==> config.mk <==
export PLATFORM = sky130hd
export DESIGN_NAME = vram_arbiter
export DESIGN_NICKNAME = d
export VERILOG_FILES = /design/src/rtl/vram_arb_pkg.sv /design/src/rtl/vram_arb_wfifo.sv /design/src/rtl/vram_arbiter.sv
export SDC_FILE = /design/constraint.sdc
export NUM_CORES = 1
export LEC_CHECK = 0
export CORE_ASPECT_RATIO = 0.8
export CORE_MARGIN = 2
export CORE_UTILIZATION = 25
export DETAILED_ROUTE_END_ITERATION = 8
export GPL_TIMING_DRIVEN = 0
export PLACE_DENSITY_LB_ADDON = 0.08
export SETUP_SLACK_MARGIN = 0.05
export SLEW_MARGIN = 10
export SYNTH_ARGS = -nofsm -noshare
export SYNTH_HDL_FRONTEND = slang
export SYNTH_SLANG_ARGS = --single-unit
==> constraint.sdc <==
create_clock -name clk -period 6.4 [get_ports clk]
set_input_delay 0.96 -clock clk [delete_from_list [all_inputs] [get_ports clk]]
set_output_delay 0.96 -clock clk [all_outputs]
set_load 0.03 [all_outputs]
==> src/rtl/vram_arb_pkg.sv <==
// -----------------------------------------------------------------------------
// vram_arb_pkg
// Shared types and constants for the VRAM access arbiter.
//   rd_state_t  : host read FSM states
//   ret_tag_t   : owner of the read data returning from the RAM next cycle
//   VRAM_ADDR_W : default byte-address width of the 128 KiB VRAM
// -----------------------------------------------------------------------------
package vram_arb_pkg;

    localparam int unsigned VRAM_ADDR_W = 17;

    typedef enum logic [1:0] {
        RD_IDLE   = 2'd0,
        RD_PEND   = 2'd1,
        RD_ISSUED = 2'd2
    } rd_state_t;

    typedef enum logic [1:0] {
        NONE = 2'd0,
        VID  = 2'd1,
        HOST = 2'd2
    } ret_tag_t;

endpackage

==> src/rtl/vram_arb_wfifo.sv <==
// -----------------------------------------------------------------------------
// vram_arb_wfifo
// Synchronous host write FIFO carrying {addr, data} entries.
// Ports:
//   clk, reset_n            : clock, synchronous active-low reset
//   push, push_addr/data    : enqueue (ignored when full)
//   pop                     : dequeue head (ignored when empty)
//   full, empty             : occupancy flags
//   head_addr, head_data    : oldest entry
//   match_addr, match       : combinational "any queued entry has this address"
// -----------------------------------------------------------------------------
module vram_arb_wfifo
    import vram_arb_pkg::*;
#(
    parameter int unsigned ADDR_W = VRAM_ADDR_W,
    parameter int unsigned DEPTH  = 4
) (
    input  logic              clk,
    input  logic              reset_n,
    input  logic              push,
    input  logic [ADDR_W-1:0] push_addr,
    input  logic [7:0]        push_data,
    input  logic              pop,
    output logic              full,
    output logic              empty,
    output logic [ADDR_W-1:0] head_addr,
    output logic [7:0]        head_data,
    input  logic [ADDR_W-1:0] match_addr,
    output logic              match
);

    localparam int unsigned IDX_W = $clog2(DEPTH);
    localparam int unsigned PTR_W = IDX_W + 1;

    logic [PTR_W-1:0]  wr_ptr_q, wr_ptr_d;
    logic [PTR_W-1:0]  rd_ptr_q, rd_ptr_d;
    logic [DEPTH-1:0]  valid_q, valid_d;
    logic [ADDR_W-1:0] addr_q [DEPTH];
    logic [7:0]        data_q [DEPTH];
    logic [IDX_W-1:0]  wr_idx, rd_idx;
    logic              do_push, do_pop;

    assign wr_idx = wr_ptr_q[IDX_W-1:0];
    assign rd_idx = rd_ptr_q[IDX_W-1:0];

    // Extra pointer MSB distinguishes full from empty when the indices match.
    assign empty = (wr_ptr_q == rd_ptr_q);
    assign full  = (wr_ptr_q[PTR_W-1] != rd_ptr_q[PTR_W-1]) &&
                   (wr_idx == rd_idx);

    assign do_push = push & ~full;
    assign do_pop  = pop & ~empty;

    always_comb begin
        wr_ptr_d = wr_ptr_q;
        rd_ptr_d = rd_ptr_q;
        valid_d  = valid_q;
        if (do_push) begin
            wr_ptr_d        = wr_ptr_q + PTR_W'(1);
            valid_d[wr_idx] = 1'b1;
        end
        // Push and pop never target the same slot: that needs full or empty.
        if (do_pop) begin
            rd_ptr_d        = rd_ptr_q + PTR_W'(1);
            valid_d[rd_idx] = 1'b0;
        end
    end

    always_ff @(posedge clk) begin
        if (!reset_n) begin
            wr_ptr_q <= '0;
            rd_ptr_q <= '0;
            valid_q  <= '0;
        end else begin
            wr_ptr_q <= wr_ptr_d;
            rd_ptr_q <= rd_ptr_d;
            valid_q  <= valid_d;
        end
    end

    // Payload storage needs no reset; valid_q qualifies every use.
    always_ff @(posedge clk) begin
        if (do_push) begin
            addr_q[wr_idx] <= push_addr;
            data_q[wr_idx] <= push_data;
        end
    end

    assign head_addr = addr_q[rd_idx];
    assign head_data = data_q[rd_idx];

    always_comb begin
        match = 1'b0;
        for (int i = 0; i < int'(DEPTH); i++) begin
            if (valid_q[i] && (addr_q[i] == match_addr)) begin
                match = 1'b1;
            end
        end
    end

endmodule

==> src/rtl/vram_arbiter.sv <==
// -----------------------------------------------------------------------------
// vram_arbiter
// Single-port VRAM arbiter: video fetch has strict priority, host reads and
// buffered host writes use the idle cycles.
// Optional feature macro: VRAM_ARB_HOST_READ_EN (host read path, read FSM and
// read-after-write hazard check). Without it the host read outputs are 0.
// Ports:
//   clk, reset_n                 : clock, synchronous active-low reset
//   vid_req/addr, vid_valid/rdata: video fetch request and returned data
//   host_wr_*                    : host write request into the FIFO
//   host_rd_*                    : host read request, busy, valid, data
//   host_starved                 : sticky starvation flag
//   ram_*                        : registered single-port RAM interface
// -----------------------------------------------------------------------------
module vram_arbiter
    import vram_arb_pkg::*;
#(
    parameter int unsigned ADDR_W       = VRAM_ADDR_W,
    parameter int unsigned WFIFO_DEPTH  = 4,
    parameter int unsigned STARVE_LIMIT = 1024
) (
    input  logic              clk,
    input  logic              reset_n,
    input  logic              vid_req,
    input  logic [ADDR_W-1:0] vid_addr,
    output logic              vid_valid,
    output logic [7:0]        vid_rdata,
    input  logic              host_wr_valid,
    output logic              host_wr_ready,
    input  logic [ADDR_W-1:0] host_wr_addr,
    input  logic [7:0]        host_wr_data,
    input  logic              host_rd_req,
    input  logic [ADDR_W-1:0] host_rd_addr,
    output logic              host_rd_busy,
    output logic              host_rd_valid,
    output logic [7:0]        host_rd_data,
    output logic              host_starved,
    output logic              ram_en,
    output logic              ram_we,
    output logic [ADDR_W-1:0] ram_addr,
    output logic [7:0]        ram_wdata,
    input  logic [7:0]        ram_rdata
);

    localparam int unsigned CNT_W = $clog2(STARVE_LIMIT + 1);
    localparam logic [CNT_W-1:0] CNT_MAX = CNT_W'(STARVE_LIMIT);

    // Write FIFO
    logic              fifo_full, fifo_empty, fifo_match, fifo_push;
    logic [ADDR_W-1:0] fifo_head_addr, match_addr;
    logic [7:0]        fifo_head_data;

    // Grants
    logic rd_pending, rd_grant, wr_grant, host_grant, host_pending;

    // Registered RAM interface and return path
    logic              ram_en_q, ram_en_d;
    logic              ram_we_q, ram_we_d;
    logic [ADDR_W-1:0] ram_addr_q, ram_addr_d;
    logic [7:0]        ram_wdata_q, ram_wdata_d;
    ret_tag_t          tag_q, tag_d;
    logic              vid_valid_q, vid_valid_d;

    // Starvation tracking
    logic [CNT_W-1:0]  starve_cnt_q, starve_cnt_d;
    logic              starved_q, starved_d;

    assign host_wr_ready = ~fifo_full;
    assign fifo_push     = host_wr_valid & host_wr_ready;

    vram_arb_wfifo #(
        .ADDR_W (ADDR_W),
        .DEPTH  (WFIFO_DEPTH)
    ) u_wfifo (
        .clk        (clk),
        .reset_n    (reset_n),
        .push       (fifo_push),
        .push_addr  (host_wr_addr),
        .push_data  (host_wr_data),
        .pop        (wr_grant),
        .full       (fifo_full),
        .empty      (fifo_empty),
        .head_addr  (fifo_head_addr),
        .head_data  (fifo_head_data),
        .match_addr (match_addr),
        .match      (fifo_match)
    );

`ifdef VRAM_ARB_HOST_READ_EN
    rd_state_t         rd_state_q, rd_state_d;
    logic [ADDR_W-1:0] rd_addr_q, rd_addr_d;
    logic              host_rd_valid_q, host_rd_valid_d;
    logic [7:0]        host_rd_data_q, host_rd_data_d;

    assign match_addr = rd_addr_q;
    assign rd_pending = (rd_state_q == RD_PEND);
    // A queued write to the same address must land before the read is issued.
    assign rd_grant   = rd_pending & ~vid_req & ~fifo_match;

    always_comb begin
        rd_state_d      = rd_state_q;
        rd_addr_d       = rd_addr_q;
        host_rd_valid_d = (tag_q == HOST);
        host_rd_data_d  = host_rd_data_q;
        if (host_rd_valid_q) begin
            host_rd_data_d = ram_rdata;
        end
        unique case (rd_state_q)
            RD_IDLE: begin
                if (host_rd_req) begin
                    rd_state_d = RD_PEND;
                    rd_addr_d  = host_rd_addr;
                end
            end
            RD_PEND: begin
                if (rd_grant) begin
                    rd_state_d = RD_ISSUED;
                end
            end
            RD_ISSUED: rd_state_d = RD_IDLE;
            default:   rd_state_d = RD_IDLE;
        endcase
    end

    always_ff @(posedge clk) begin
        if (!reset_n) begin
            rd_state_q      <= RD_IDLE;
            rd_addr_q       <= '0;
            host_rd_valid_q <= 1'b0;
            host_rd_data_q  <= '0;
        end else begin
            rd_state_q      <= rd_state_d;
            rd_addr_q       <= rd_addr_d;
            host_rd_valid_q <= host_rd_valid_d;
            host_rd_data_q  <= host_rd_data_d;
        end
    end

    assign host_rd_busy  = (rd_state_q != RD_IDLE);
    assign host_rd_valid = host_rd_valid_q;
    // RAM data is live in the valid cycle; the register holds it afterwards.
    assign host_rd_data  = host_rd_valid_q ? ram_rdata : host_rd_data_q;
`else
    logic unused_rd;

    assign match_addr    = '0;
    assign rd_pending    = 1'b0;
    assign rd_grant      = 1'b0;
    assign host_rd_busy  = 1'b0;
    assign host_rd_valid = 1'b0;
    assign host_rd_data  = '0;
    assign unused_rd     = ^{host_rd_req, host_rd_addr, fifo_match};
`endif

    // Priority: video > host read > write FIFO head.
    assign wr_grant     = ~vid_req & ~rd_grant & ~fifo_empty;
    assign host_grant   = rd_grant | wr_grant;
    assign host_pending = rd_pending | ~fifo_empty;

    always_comb begin
        ram_en_d    = vid_req | host_grant;
        ram_we_d    = wr_grant;
        ram_addr_d  = ram_addr_q;
        ram_wdata_d = ram_wdata_q;
        tag_d       = NONE;
        if (vid_req) begin
            ram_addr_d = vid_addr;
            tag_d      = VID;
        end else if (rd_grant) begin
            ram_addr_d = match_addr;
            tag_d      = HOST;
        end else if (wr_grant) begin
            ram_addr_d  = fifo_head_addr;
            ram_wdata_d = fifo_head_data;
        end
        vid_valid_d = (tag_q == VID);
    end

    always_comb begin
        starve_cnt_d = starve_cnt_q;
        if (host_grant) begin
            starve_cnt_d = '0;
        end else if (host_pending && (starve_cnt_q != CNT_MAX)) begin
            starve_cnt_d = starve_cnt_q + CNT_W'(1);
        end
        starved_d = starved_q | (starve_cnt_d == CNT_MAX);
    end

    always_ff @(posedge clk) begin
        if (!reset_n) begin
            ram_en_q     <= 1'b0;
            ram_we_q     <= 1'b0;
            ram_addr_q   <= '0;
            ram_wdata_q  <= '0;
            tag_q        <= NONE;
            vid_valid_q  <= 1'b0;
            starve_cnt_q <= '0;
            starved_q    <= 1'b0;
        end else begin
            ram_en_q     <= ram_en_d;
            ram_we_q     <= ram_we_d;
            ram_addr_q   <= ram_addr_d;
            ram_wdata_q  <= ram_wdata_d;
            tag_q        <= tag_d;
            vid_valid_q  <= vid_valid_d;
            starve_cnt_q <= starve_cnt_d;
            starved_q    <= starved_d;
        end
    end

    assign ram_en       = ram_en_q;
    assign ram_we       = ram_we_q;
    assign ram_addr     = ram_addr_q;
    assign ram_wdata    = ram_wdata_q;
    assign vid_valid    = vid_valid_q;
    // RAM data arrives in the same cycle the registered valid is high.
    assign vid_rdata    = vid_valid_q ? ram_rdata : 8'h00;
    assign host_starved = starved_q;

endmodule

==> impl_results.md <==
* Netlist cell types at 43
* Wire per inst at 16.8 um
* RSZ-0062 raised after global routing: no
* Psw at 718 uW
* Worst Tran Pin Value at 0.795 ns
* Num CTS Buffers at 17
* Crit Path Max Fanout at 1
* Synth warn at 0
* DRC violations left at 0
* Final #Nets at 627
* Setup violations, final at 0
* Die Y at 144 um
* Post-CTS setup buffer count at 0
* Pwr/cell area at 335 nW/um2
* Die width at 179 um
* Design Power at 2710 uW
* Leakage power at 0.00278 uW
* Setup Slack @ Placement at 3.23 ns
* Top-area cell type share of the netlist area at 48.9%
* Clk slew on worst S/H paths at 0.06 ns
* Crit path capture type: output port
* Share of layout cells above drive strength 1 at 14.6%
* Final worst path period share at 49.4%
* Slew margin rel. at 47.0%
* Initial antenna violation count at 1
* First DRT Iteration DRCs at 191
* Largest net degree at the start of global routing at 26
* Buffers added on ports at 90
* Outcome: complete, no violations
* Initial core utilization at 25.3%
* Fin. Hold Viols at 0
* Worst VDD drop at 0.000175 V
* Syn Area/Cell at 14.3 um2
* Synth-to-layout area growth at 31.9%
* Routability congestion estimate at 0.763
* Post-synthesis instance area at 6140 um2
* Internal power at 1990 uW
* CTS Sinks at 149
* Min cycle time layout at 3.16 ns
* Reg2Reg Depth at 5
* Crit path DAT at 2.20 ns
* Post-synth EDFFs at 100
* HPWL Detailed at 9900 um
* Min-delay src: tag_q[0]
* RR Startpoint: u_wfifo.rd_ptr_q[0]
* Sw frac at 26.5%
* Root Driver: clkbuf_16
* Worst flop-to-flop path endpoint: u_wfifo.addr_q[2][0]
* Top_reg_cell synth: edfxtp_1
* Vias in the first global route at 3925
* Worst hold endpoint: vid_valid
* Clock skew at 0.00728 ns
* Min-delay worst type: reg -> reg
* Synth top cells by count: edfxtp_1, dfxtp_1, nand2_1, and2_1, mux4_2
* Sequential fraction of the synthesis area at 64.9%
* Slew Limit Fails at 0
* CTS tree: yes
* Setup Crit Path Kind: in -> out
* Post-Synthesis Cells at 429
* Most common cell in the synthesized netlist: edfxtp_1
* Synth Register Bits at 149
* Final hold slack at 0.445 ns
* Post-Route WL at 14800 um
* Top cells by area, synth: edfxtp_1, dfxtp_1, mux4_2
* DR vias/cell at 4.24
* Sequential power share at 41.6%
* Share of flip-flops with an asynchronous set or reset at 0%
* Combinational fraction of design power at 20.6%
* Crit. Startpoint: ram_rdata[7]
* Core box area at 24200 um2
* Fmax at 0.316 GHz
* Drt pass-1 iters at 4
* Worst-Skew Late Latency at 0.41 ns
* R2R Setup Slk at 3.98 ns
* Crit start category: primary input
* Final setup TNS at 0 ns
* Tot GR Track Use at 12.1%
* Hold Buf Count CTS at 0
* WP data required at 5.44 ns
* First-pass GRT wire length at 22500 um
* Longest Clk Path Bufs at 2
* IO Pins at 120
* Row Count at 51
* Final worst setup slack at 3.24 ns
* Clock power share at 37.7%
* Area leader, netlist: edfxtp_1
* Die area at 25800 um2
* Hold depth at 1
* CTS resizes at 0
* Overflow after GRT at 0
* H-Tree Depth at 4
* DR vias at 3731
* DRT antenna net count at 0
* Max-cap violations at 0
## critical path, cell delays in order
cell,delay [ns]
clkdlybuf4s50_1,0.45
and2_1,0.13
clkdlybuf4s50_1,0.66
## sequential cells by signal (all words and copies together) (netlist names), named ones only
signal	flops
ram_we	1
ram_wdata	8
starve_cnt_q	11
ram_addr	17
u_wfifo.addr_q	68
vid_valid	1
u_wfifo.rd_ptr_q	3
host_starved	1
u_wfifo.data_q	32
u_wfifo.wr_ptr_q	3
ram_en	1
tag_q	1
## placed cells by master, fill, tap and decap left out, types with 4 or more instances in the layout
master | netlist | layout
inv_1 | 4 | 4
conb_1 | 1 | 10
xnor2_1 | 9 | 9
and2_2 | 0 | 4
a21oi_1 | 4 | 4
dfxtp_1 | 49 | 49
buf_4 | 10 | 10
clkbuf_1 | 12 | 17
buf_2 | 8 | 8
xor2_1 | 7 | 7
and2_1 | 36 | 32
and3_1 | 4 | 4
ha_1 | 7 | 7
edfxtp_1 | 100 | 100
clkbuf_16 | 0 | 17
mux2i_1 | 18 | 18
mux4_2 | 25 | 25
o21ai_0 | 18 | 18
nor4b_1 | 4 | 4
a21boi_0 | 9 | 9
nor2b_1 | 4 | 4
clkdlybuf4s50_1 | 0 | 90
nor2_1 | 16 | 16
nand2_1 | 48 | 48
## power groups by stage
stage / logic [uW] / registers [uW] / clock network, uW
2_1_floorplan: 332 / 1190 / 0
3_3_place_gp: 568 / 1150 / 0
3_5_place_dp: 572 / 1150 / 0
4_1_cts: 574 / 1130 / 1050
5_1_grt: 611 / 1140 / 1090
6_report: 560 / 1130 / 1020
## layout make-up
type                    instances  area (um2)
fillers                      2422       16200
flip-flops and latches        149        3980
multi-input cells             251        1980
repair buffers                 91         921
clock buffers                  24         472
well taps                     318         398
plain buffers                  34         198
clock inverters                 8         128
inverters                       4        15.0
diodes                          1        2.50
## how the worst max path moves through the flow
stage / depth (start not counted) / end
after global placement: 3 / u_wfifo.addr_q[3][13]
after CTS: 3 / vid_rdata[7]
final: 3 / vid_rdata[7]
after floorplan: 2 / u_wfifo.addr_q[3][0]
after global routing: 3 / vid_rdata[4]
after detailed placement: 3 / vid_rdata[7]
## layer usage
layer	routed length, um	track usage, %	vias up
met3	845	4.05	14
met4	191	3.99	2
met1	6690	14.9	1842
met5	13	0	-
met2	7050	19.9	88
li1	-	-	1785
## logic make-up (layout without fill, tap and decap cells)
logic type               Yosys count  count (layout)  share of synthesized area (%)
multiplexers                      43              43                           12.1
adder cells (fa/ha/maj)            7               7                           1.43
other                              1              11                         0.0611
AND/OR/NAND/NOR                  131             131                           11.0
XOR/XNOR                          17              17                           2.55
flip-flops                       149             149                           64.9
buffers and inverters             38             161                           3.47
AO/OA/AOI/OAI                     43              43                           4.45
## stage by stage
| step | std cells | instance area, um2 | util [%] |
|---|---|---|---|
| 2_1_floorplan | 438 | 6170 | - |
| 3_3_place_gp | 846 | 7470 | 30.8 |
| 3_5_place_dp | 847 | 7490 | 30.9 |
| 4_1_cts | 879 | 8090 | 33.4 |
| 5_1_grt | 879 | 8090 | 33.4 |
| 6_report | 880 | 8100 | 33.4 |
(Power assumes the default switching activity.)
